[src/rtl/down_counter_timer.sv]
// rtl/down_counter_timer.sv - loadable down counter / countdown timer with optional auto-reload
module down_counter_timer #(
    parameter int N = 8
) (
    input  logic         clk,
    input  logic         reset_n,
    input  logic         load_en,
    input  logic [N-1:0] data_in,
    input  logic         start,
    input  logic         pause,
    input  logic         auto_reload,
    output logic [N-1:0] count_out,
    output logic         busy,
    output logic         tc
);

    typedef enum logic [1:0] {
        ST_IDLE   = 2'd0,
        ST_RUN    = 2'd1,
        ST_PAUSED = 2'd2,
        ST_DONE   = 2'd3
    } state_t;

    localparam logic [N-1:0] ZERO = '0;
    localparam logic [N-1:0] ONE  = {{(N-1){1'b0}}, 1'b1};

    state_t       state_q, state_d;
    logic [N-1:0] count_q, count_d;
    logic [N-1:0] reload_q, reload_d;
    logic         tc_q, tc_d;

    always_ff @(posedge clk) begin
        if (!reset_n) begin
            state_q  <= ST_IDLE;
            count_q  <= ZERO;
            reload_q <= ZERO;
            tc_q     <= 1'b0;
        end else begin
            state_q  <= state_d;
            count_q  <= count_d;
            reload_q <= reload_d;
            tc_q     <= tc_d;
        end
    end

    always_comb begin
        state_d  = state_q;
        count_d  = count_q;
        reload_d = reload_q;
        tc_d     = 1'b0;
        if (load_en) begin
            count_d  = data_in;
            reload_d = data_in;
            state_d  = ST_IDLE;
        end else begin
            case (state_q)
                ST_IDLE: begin
                    if (start) begin
                        if (count_q != ZERO) begin
                            state_d = ST_RUN;
                        end else begin
                            tc_d    = 1'b1;
                            state_d = ST_DONE;
                        end
                    end
                end
                ST_RUN: begin
                    if (pause) begin
                        state_d = ST_PAUSED;
                    end else if (count_q > ONE) begin
                        count_d = count_q - ONE;
                    end else if (count_q == ONE) begin
                        tc_d = 1'b1;
                        if (auto_reload && (reload_q != ZERO)) begin
                            count_d = reload_q;
                        end else begin
                            count_d = ZERO;
                            state_d = ST_DONE;
                        end
                    end else begin
                        // Unreachable zero count in RUN: park in DONE rather than wrap.
                        state_d = ST_DONE;
                    end
                end
                ST_PAUSED: begin
                    if (!pause) begin
                        state_d = ST_RUN;
                    end
                end
                ST_DONE: begin
                    if (start) begin
                        if (reload_q != ZERO) begin
                            count_d = reload_q;
                            state_d = ST_RUN;
                        end else begin
                            tc_d = 1'b1;
                        end
                    end
                end
                default: begin
                    state_d = ST_IDLE;
                end
            endcase
        end
    end

    assign count_out = count_q;
    assign busy      = (state_q == ST_RUN) || (state_q == ST_PAUSED);
    assign tc        = tc_q;

endmodule

[config.mk]
export PLATFORM = sky130hd
export DESIGN_NAME = down_counter_timer
export DESIGN_NICKNAME = d
export VERILOG_FILES = /design/src/rtl/down_counter_timer.sv
export SDC_FILE = /design/constraint.sdc
export NUM_CORES = 1
export LEC_CHECK = 0
export ABC_AREA = 1
export ABC_CLOCK_PERIOD_IN_PS = 2700
export BUFFER_PORTS_ARGS = -buffer_cell sky130_fd_sc_hd__buf_2
export CAP_MARGIN = 15
export CORE_MARGIN = 5
export CORE_UTILIZATION = 59
export CTS_CLUSTER_DIAMETER = 150
export DETAILED_ROUTE_END_ITERATION = 16
export HOLD_SLACK_MARGIN = 0.05
export PLACE_DENSITY_LB_ADDON = 0.12
export SLEW_MARGIN = 10
export SYNTH_ARGS = -nofsm -noshare
export SYNTH_HDL_FRONTEND = slang
export SYNTH_SLANG_ARGS = --single-unit
[constraint.sdc]
create_clock -name clk -period 2.7 [get_ports clk]
set_input_delay 0.675 -clock clk [delete_from_list [all_inputs] [get_ports clk]]
set_output_delay 0.675 -clock clk [all_outputs]
set_load 0.1 [all_outputs]
==> results of run 1 <==
## state kept, by name, summed over array words and instances, names as in the netlist
name and count:
count_out 8, tc 1, reload_q 8, state_q 2
## per-layer routing
metal  track usage  vias to the layer above  part of all wire
met4        0.0861                        0             0.016
li1              -                      711                 -
met1         0.269                      629              0.45
met2         0.344                       53              0.46
met5             0                        -                 0
met3        0.0334                        5             0.070
## cells by family (layout without fill, tap and decap cells)
kind of cell / Yosys count / in the layout / synth area share
buffers and inverters: 33 / 55 / 0.0994
xor gates and xnor gates: 5 / 5 / 0.0325
adders and majority gates: 8 / 8 / 0.0744
AOI/OAI and AO/OA: 33 / 33 / 0.147
and+or+nand+nor: 113 / 113 / 0.364
DFF: 19 / 19 / 0.283
## synth_stat cells
library cell / instances / share of area
a211oi_1: 1 / 0.0056
a21oi_1: 11 / 0.041
buf_2: 1 / 0.0037
buf_6: 1 / 0.0084
clkbuf_1: 3 / 0.0084
clkinv_2: 1 / 0.0037
dfxtp_1: 19 / 0.28
ha_1: 8 / 0.074
inv_1: 27 / 0.075
nand2_1: 47 / 0.13
nand2_2: 4 / 0.019
nand2_4: 1 / 0.0084
nand3_1: 18 / 0.067
nand3_2: 1 / 0.0074
nor2_1: 36 / 0.10
nor2_2: 4 / 0.019
nor2_4: 1 / 0.0084
nor4_1: 1 / 0.0046
o21ai_0: 4 / 0.015
o21ai_1: 7 / 0.026
o21ai_2: 2 / 0.013
o21ai_4: 1 / 0.012
o21bai_1: 2 / 0.011
o22ai_1: 5 / 0.023
xor2_1: 5 / 0.033
## power breakdown
part           internal [mW]  total, mW  switching [mW]
sequential             0.303      0.327          0.0239
clock                 0.0555      0.154          0.0982
combinational          0.106      0.396           0.290
total                  0.465      0.877           0.412
## worst register-to-register path: cells and delay by family (launching register included)
family	cells	cell delay, ns
adder cells (fa/ha/maj)	1	0.27
buffers and inverters	3	0.41
flip-flops	1	0.36
AND/OR/NAND/NOR	8	0.76
## stage by stage
stage	setup slack, ns	instance area (um2)	power (mW)
global placement	0.880	1470	0.719
CTS	0.475	1500	0.879
floorplan	0.337	1350	0.657
finish	0.470	1500	0.877
detailed placement	0.837	1470	0.727
global route	0.390	1500	0.936
## path summary, 6_finish.rpt
| kind | from | end | slack (ns) | cells after the start |
|---|---|---|---|---|
| worst max-delay path | state_q[0] | busy | 0.47 | 3 |
| worst min-delay path | reload_q[6] | reload_q[6] | 0.50 | 2 |
| worst max register to register | count_out[0] | count_out[6] | 0.86 | 12 |
| worst min register to register | reload_q[6] | reload_q[6] | 0.50 | 2 |
## cell type report
type / instances / area (um2) / area share
Multi-Input combinational cell: 159 / 832 / 0.556
Sequential cell: 19 / 380 / 0.254
Timing Repair Buffer: 23 / 115 / 0.0769
Inverter: 28 / 106 / 0.0711
Tap cell: 28 / 35.0 / 0.0234
Clock buffer: 3 / 22.5 / 0.0151
Clock inverter: 1 / 5.00 / 0.00334
==> results.sh, run 1 <==
export IMPL_detailed_place_hpwl_um=2620
export IMPL_crit_chain="inv_1 > ha_1 > buf_2"
export IMPL_worst_pin_slew_ns=0.490
export IMPL_drc=0
export IMPL_cp_start_kind="register"
export IMPL_grt_pass1_wl_um=5490
export IMPL_run_status="finished clean"
export IMPL_grt_pass1_vias=1275
export IMPL_crit_path_max_fanout=4
export IMPL_stdcell_count=261
export IMPL_postCtsHoldBufs=0
export IMPL_drt_iter0_drc=72
export IMPL_syn_avg_cell_area_um2=6.38
export IMPL_crit_arrival_ns=1.55
export IMPL_nNetsFinal=256
export IMPL_rsz0062_at_grt="false"
export IMPL_start_util=0.615
export IMPL_fin_worst_skew_ns=0.00973
export IMPL_cts_resized=0
export IMPL_die_h_um=57.8
export IMPL_antenna_left=0
export IMPL_cts_setup_buffers=0
export IMPL_vdd_drop_max_uv=416
export IMPL_powerDensity_mw_per_mm2=586
export IMPL_period_share=0.826
export IMPL_antenna_found_initial=0
export IMPL_synthCells=211
export IMPL_critPathSlowestCell="buf_2"
export IMPL_most_common_layout_cells="nand2_1, nor2_1, inv_1, buf_2, dfxtp_1"
export IMPL_clockBufferDepth=2
export IMPL_cts_tree="built"
export IMPL_cap_violations=0
export IMPL_grt_ovfl_total=0
export IMPL_whs_ns=0.496
export IMPL_viasPerCell=5.36
export IMPL_io_buffers=23
export IMPL_synth_warning_count=0
export IMPL_fin_setup_tns_ns=0
export IMPL_wl_um=3310
export IMPL_n_antenna_cell=0
export IMPL_htreeDepth=1
export IMPL_slew_viol_final=0
export IMPL_grt_usage=0.208
export IMPL_cp_num_buf_inv=2
export IMPL_layout_min_cycle_time_ns=2.23
export IMPL_nFillCells=206
export IMPL_wl_per_cell_um=12.7
export IMPL_place_inst=257
export IMPL_ys_types=25
export IMPL_yosysSeqAreaShare=0.283
export IMPL_ys_seq_elements=19
export IMPL_area_growth_pct=11.2
export IMPL_core_area_mm2=0.00219
export IMPL_worst_hold_path_type="reg2reg"
export IMPL_critPathMaxStageDelay_ns=0.42
export IMPL_leakagePower_nw=0.743
export IMPL_synthesis_area_mm2=0.00135
export IMPL_path_delay_family="buffers and inverters"
export IMPL_cts_inserted_buffers=3
export IMPL_grt_max_degree=17
export IMPL_core_rowCount=17
export IMPL_syn_nets=233
export IMPL_io_pins=24
export IMPL_drive_gt1_frac=0.180
export IMPL_max_freq_mhz=448
export IMPL_utilization=0.683
export IMPL_final_common_cell="nand2_1"
export IMPL_final_setup_viol_count=0
export IMPL_clkLatencyLatePin_ns=0.32
export IMPL_required_ns=2.03
export IMPL_die_width_um=57.8
export IMPL_clock_sinks=19
export IMPL_setup_worst_path_end_class="output port"
export IMPL_crit_type="reg2out"
export IMPL_relSlewSlack=0.676
export IMPL_clkTransAtPathRegs_ns=0.12
export IMPL_cts_root_buf="clkbuf_4"
export IMPL_num_vias=1398
export IMPL_gp_congestion=0.867
export IMPL_die_area_mm2=0.00334
export IMPL_finalHoldViolCount=0
export IMPL_firstDrtPassIters=5
No activity file was read; power rests on OpenSTA's default activity.
==> run 2: changes to the inputs <==
- ABC_CLOCK_PERIOD_IN_PS: 2700 -> 2200
- CORE_UTILIZATION: 59 -> 55
- clock period: 2.7 -> 2.2 ns (I/O delays scaled with it)
==> run 2 against run 1 <==
Net effect: worst setup slack worse by 0.37 ns; global-route usage is 1.3 points lower; worst hold slack improved by 0.0040 ns; utilization is 6.0 points lower.
==> results.sh, run 2 (same netlist as run 1, synthesis figures left out) <==
export IMPL_crit_arrival_ns=1.55
export IMPL_clkPwrFrac=0.173
export IMPL_viasPerCell=5.19
export IMPL_run_status="finished clean"
export IMPL_io_buffers=23
export IMPL_rsz0062_at_grt="false"
export IMPL_layout_min_cycle_time_ns=2.10
export IMPL_period_share=0.952
export IMPL_pwr_share_comb=0.453
export IMPL_worst_pin_slew_ns=0.491
export IMPL_fin_setup_tns_ns=0
export IMPL_cap_violations=0
export IMPL_wl_um=3220
export IMPL_wl_per_cell_um=12.3
export IMPL_n_antenna_cell=0
export IMPL_antenna_left=0
export IMPL_core_rowCount=18
export IMPL_cts_tree="built"
export IMPL_cts_resized=0
export IMPL_setup_worst_path_end_class="output port"
export IMPL_crit_type="reg2out"
export IMPL_max_freq_mhz=477
export IMPL_num_vias=1366
export IMPL_powerDensity_mw_per_mm2=717
export IMPL_nNetsFinal=256
export IMPL_p_sw_uw=505
export IMPL_clock_sinks=19
export IMPL_die_area_mm2=0.00354
export IMPL_area_growth_pct=11.5
export IMPL_start_util=0.559
export IMPL_stdcell_count=263
export IMPL_power_frac_seq=0.374
export IMPL_r2r_end="count_out[0]"
export IMPL_slew_viol_final=0
export IMPL_most_common_layout_cells="nand2_1, nor2_1, inv_1, buf_2, nand3_1"
export IMPL_r2r_cells=12
export IMPL_die_width_um=59.5
export IMPL_core_area_mm2=0.00241
export IMPL_finalHoldViolCount=0
export IMPL_firstDrtPassIters=4
export IMPL_crit_start="state_q[1]"
export IMPL_final_common_cell="nand2_1"
export IMPL_grt_pass1_wl_um=5290
export IMPL_antenna_found_initial=0
export IMPL_htreeDepth=1
export IMPL_drt_iter0_drc=43
export IMPL_postCtsHoldBufs=0
export IMPL_sw_frac_of_total=0.469
export IMPL_hold_end="reload_q[0]"
export IMPL_cp_start_kind="register"
export IMPL_leakagePower_nw=0.744
export IMPL_cts_inserted_buffers=3
export IMPL_grt_ovfl_total=0
export IMPL_reg2reg_slack_ns=0.40
export IMPL_drive_gt1_frac=0.189
export IMPL_whs_ns=0.500
export IMPL_grt_pass1_vias=1232
export IMPL_p_int_uw=572
export IMPL_relSlewSlack=0.675
export IMPL_hold_start="reload_q[0]"
export IMPL_io_pins=24
export IMPL_hold_path_depth=2
export IMPL_gp_congestion=0.848
export IMPL_reg2reg_from="count_out[0]"
export IMPL_final_setup_viol_count=0
export IMPL_die_h_um=59.5
export IMPL_required_ns=1.65
export IMPL_cts_setup_buffers=0
export IMPL_worst_hold_path_type="reg2reg"
export IMPL_clockBufferDepth=2
export IMPL_drc=0
export IMPL_clkLatencyLatePin_ns=0.31
export IMPL_cts_root_buf="clkbuf_4"
export IMPL_grt_usage=0.195
export IMPL_clkTransAtPathRegs_ns=0.12
export IMPL_grt_max_degree=17
export IMPL_fin_worst_skew_ns=0.00467
export IMPL_vdd_drop_max_uv=498
export IMPL_place_inst=259
export IMPL_crit_path_max_fanout=4
export IMPL_finalPower_mw=1.08
export IMPL_detailed_place_hpwl_um=2580
run 2: layout make-up:
cell class / count / area, um2
fill: 249 / 908
multi-input combinational: 159 / 832
sequential: 19 / 383
timing repair buffer: 23 / 115
inverter: 28 / 106
tap: 30 / 37.5
clock buffer: 3 / 22.5
clock inverter: 1 / 5.00
run 2: worst max-delay path: stages, from the launching register on:
cell	delay, ns
dfxtp_1	0.41
inv_1	0.10
ha_1	0.30
buf_2	0.43
run 2: worst max-delay path by stage:
stage	slack, ns	endpoint	depth (start not counted)
after detailed placement	0.42	count_out[0]	12
after global routing	0.02	busy	3
after floorplan	0.15	count_out[7]	12
after CTS	0.11	busy	3
final	0.10	busy	3
after global placement	0.48	busy	3
run 2: per-stage QoR:
stage / cell area, um2 / utilization / worst slack (ns)
global route: 1500 / 0.623 / 0.0222
floorplan: 1350 / - / 0.151
CTS: 1500 / 0.623 / 0.106
global placement: 1470 / 0.612 / 0.480
finish: 1500 / 0.623 / 0.105
detailed placement: 1470 / 0.612 / 0.417
run 2: power by group through the flow:
stage	registers [mW]	logic [mW]	clock network, mW
floorplan	0.523	0.284	0
finish	0.403	0.488	0.186
CTS	0.402	0.487	0.189
detailed placement	0.410	0.485	0
global placement	0.409	0.477	0
global route	0.408	0.530	0.206
run 2: layer usage:
metal / track usage / share of wire / vias to the layer above
met3: 0.0370 / 0.065 / 4
met2: 0.304 / 0.43 / 35
met5: 0 / 0 / -
met4: 0.0583 / 0.0099 / 0
li1: - / - / 713
met1: 0.270 / 0.49 / 614
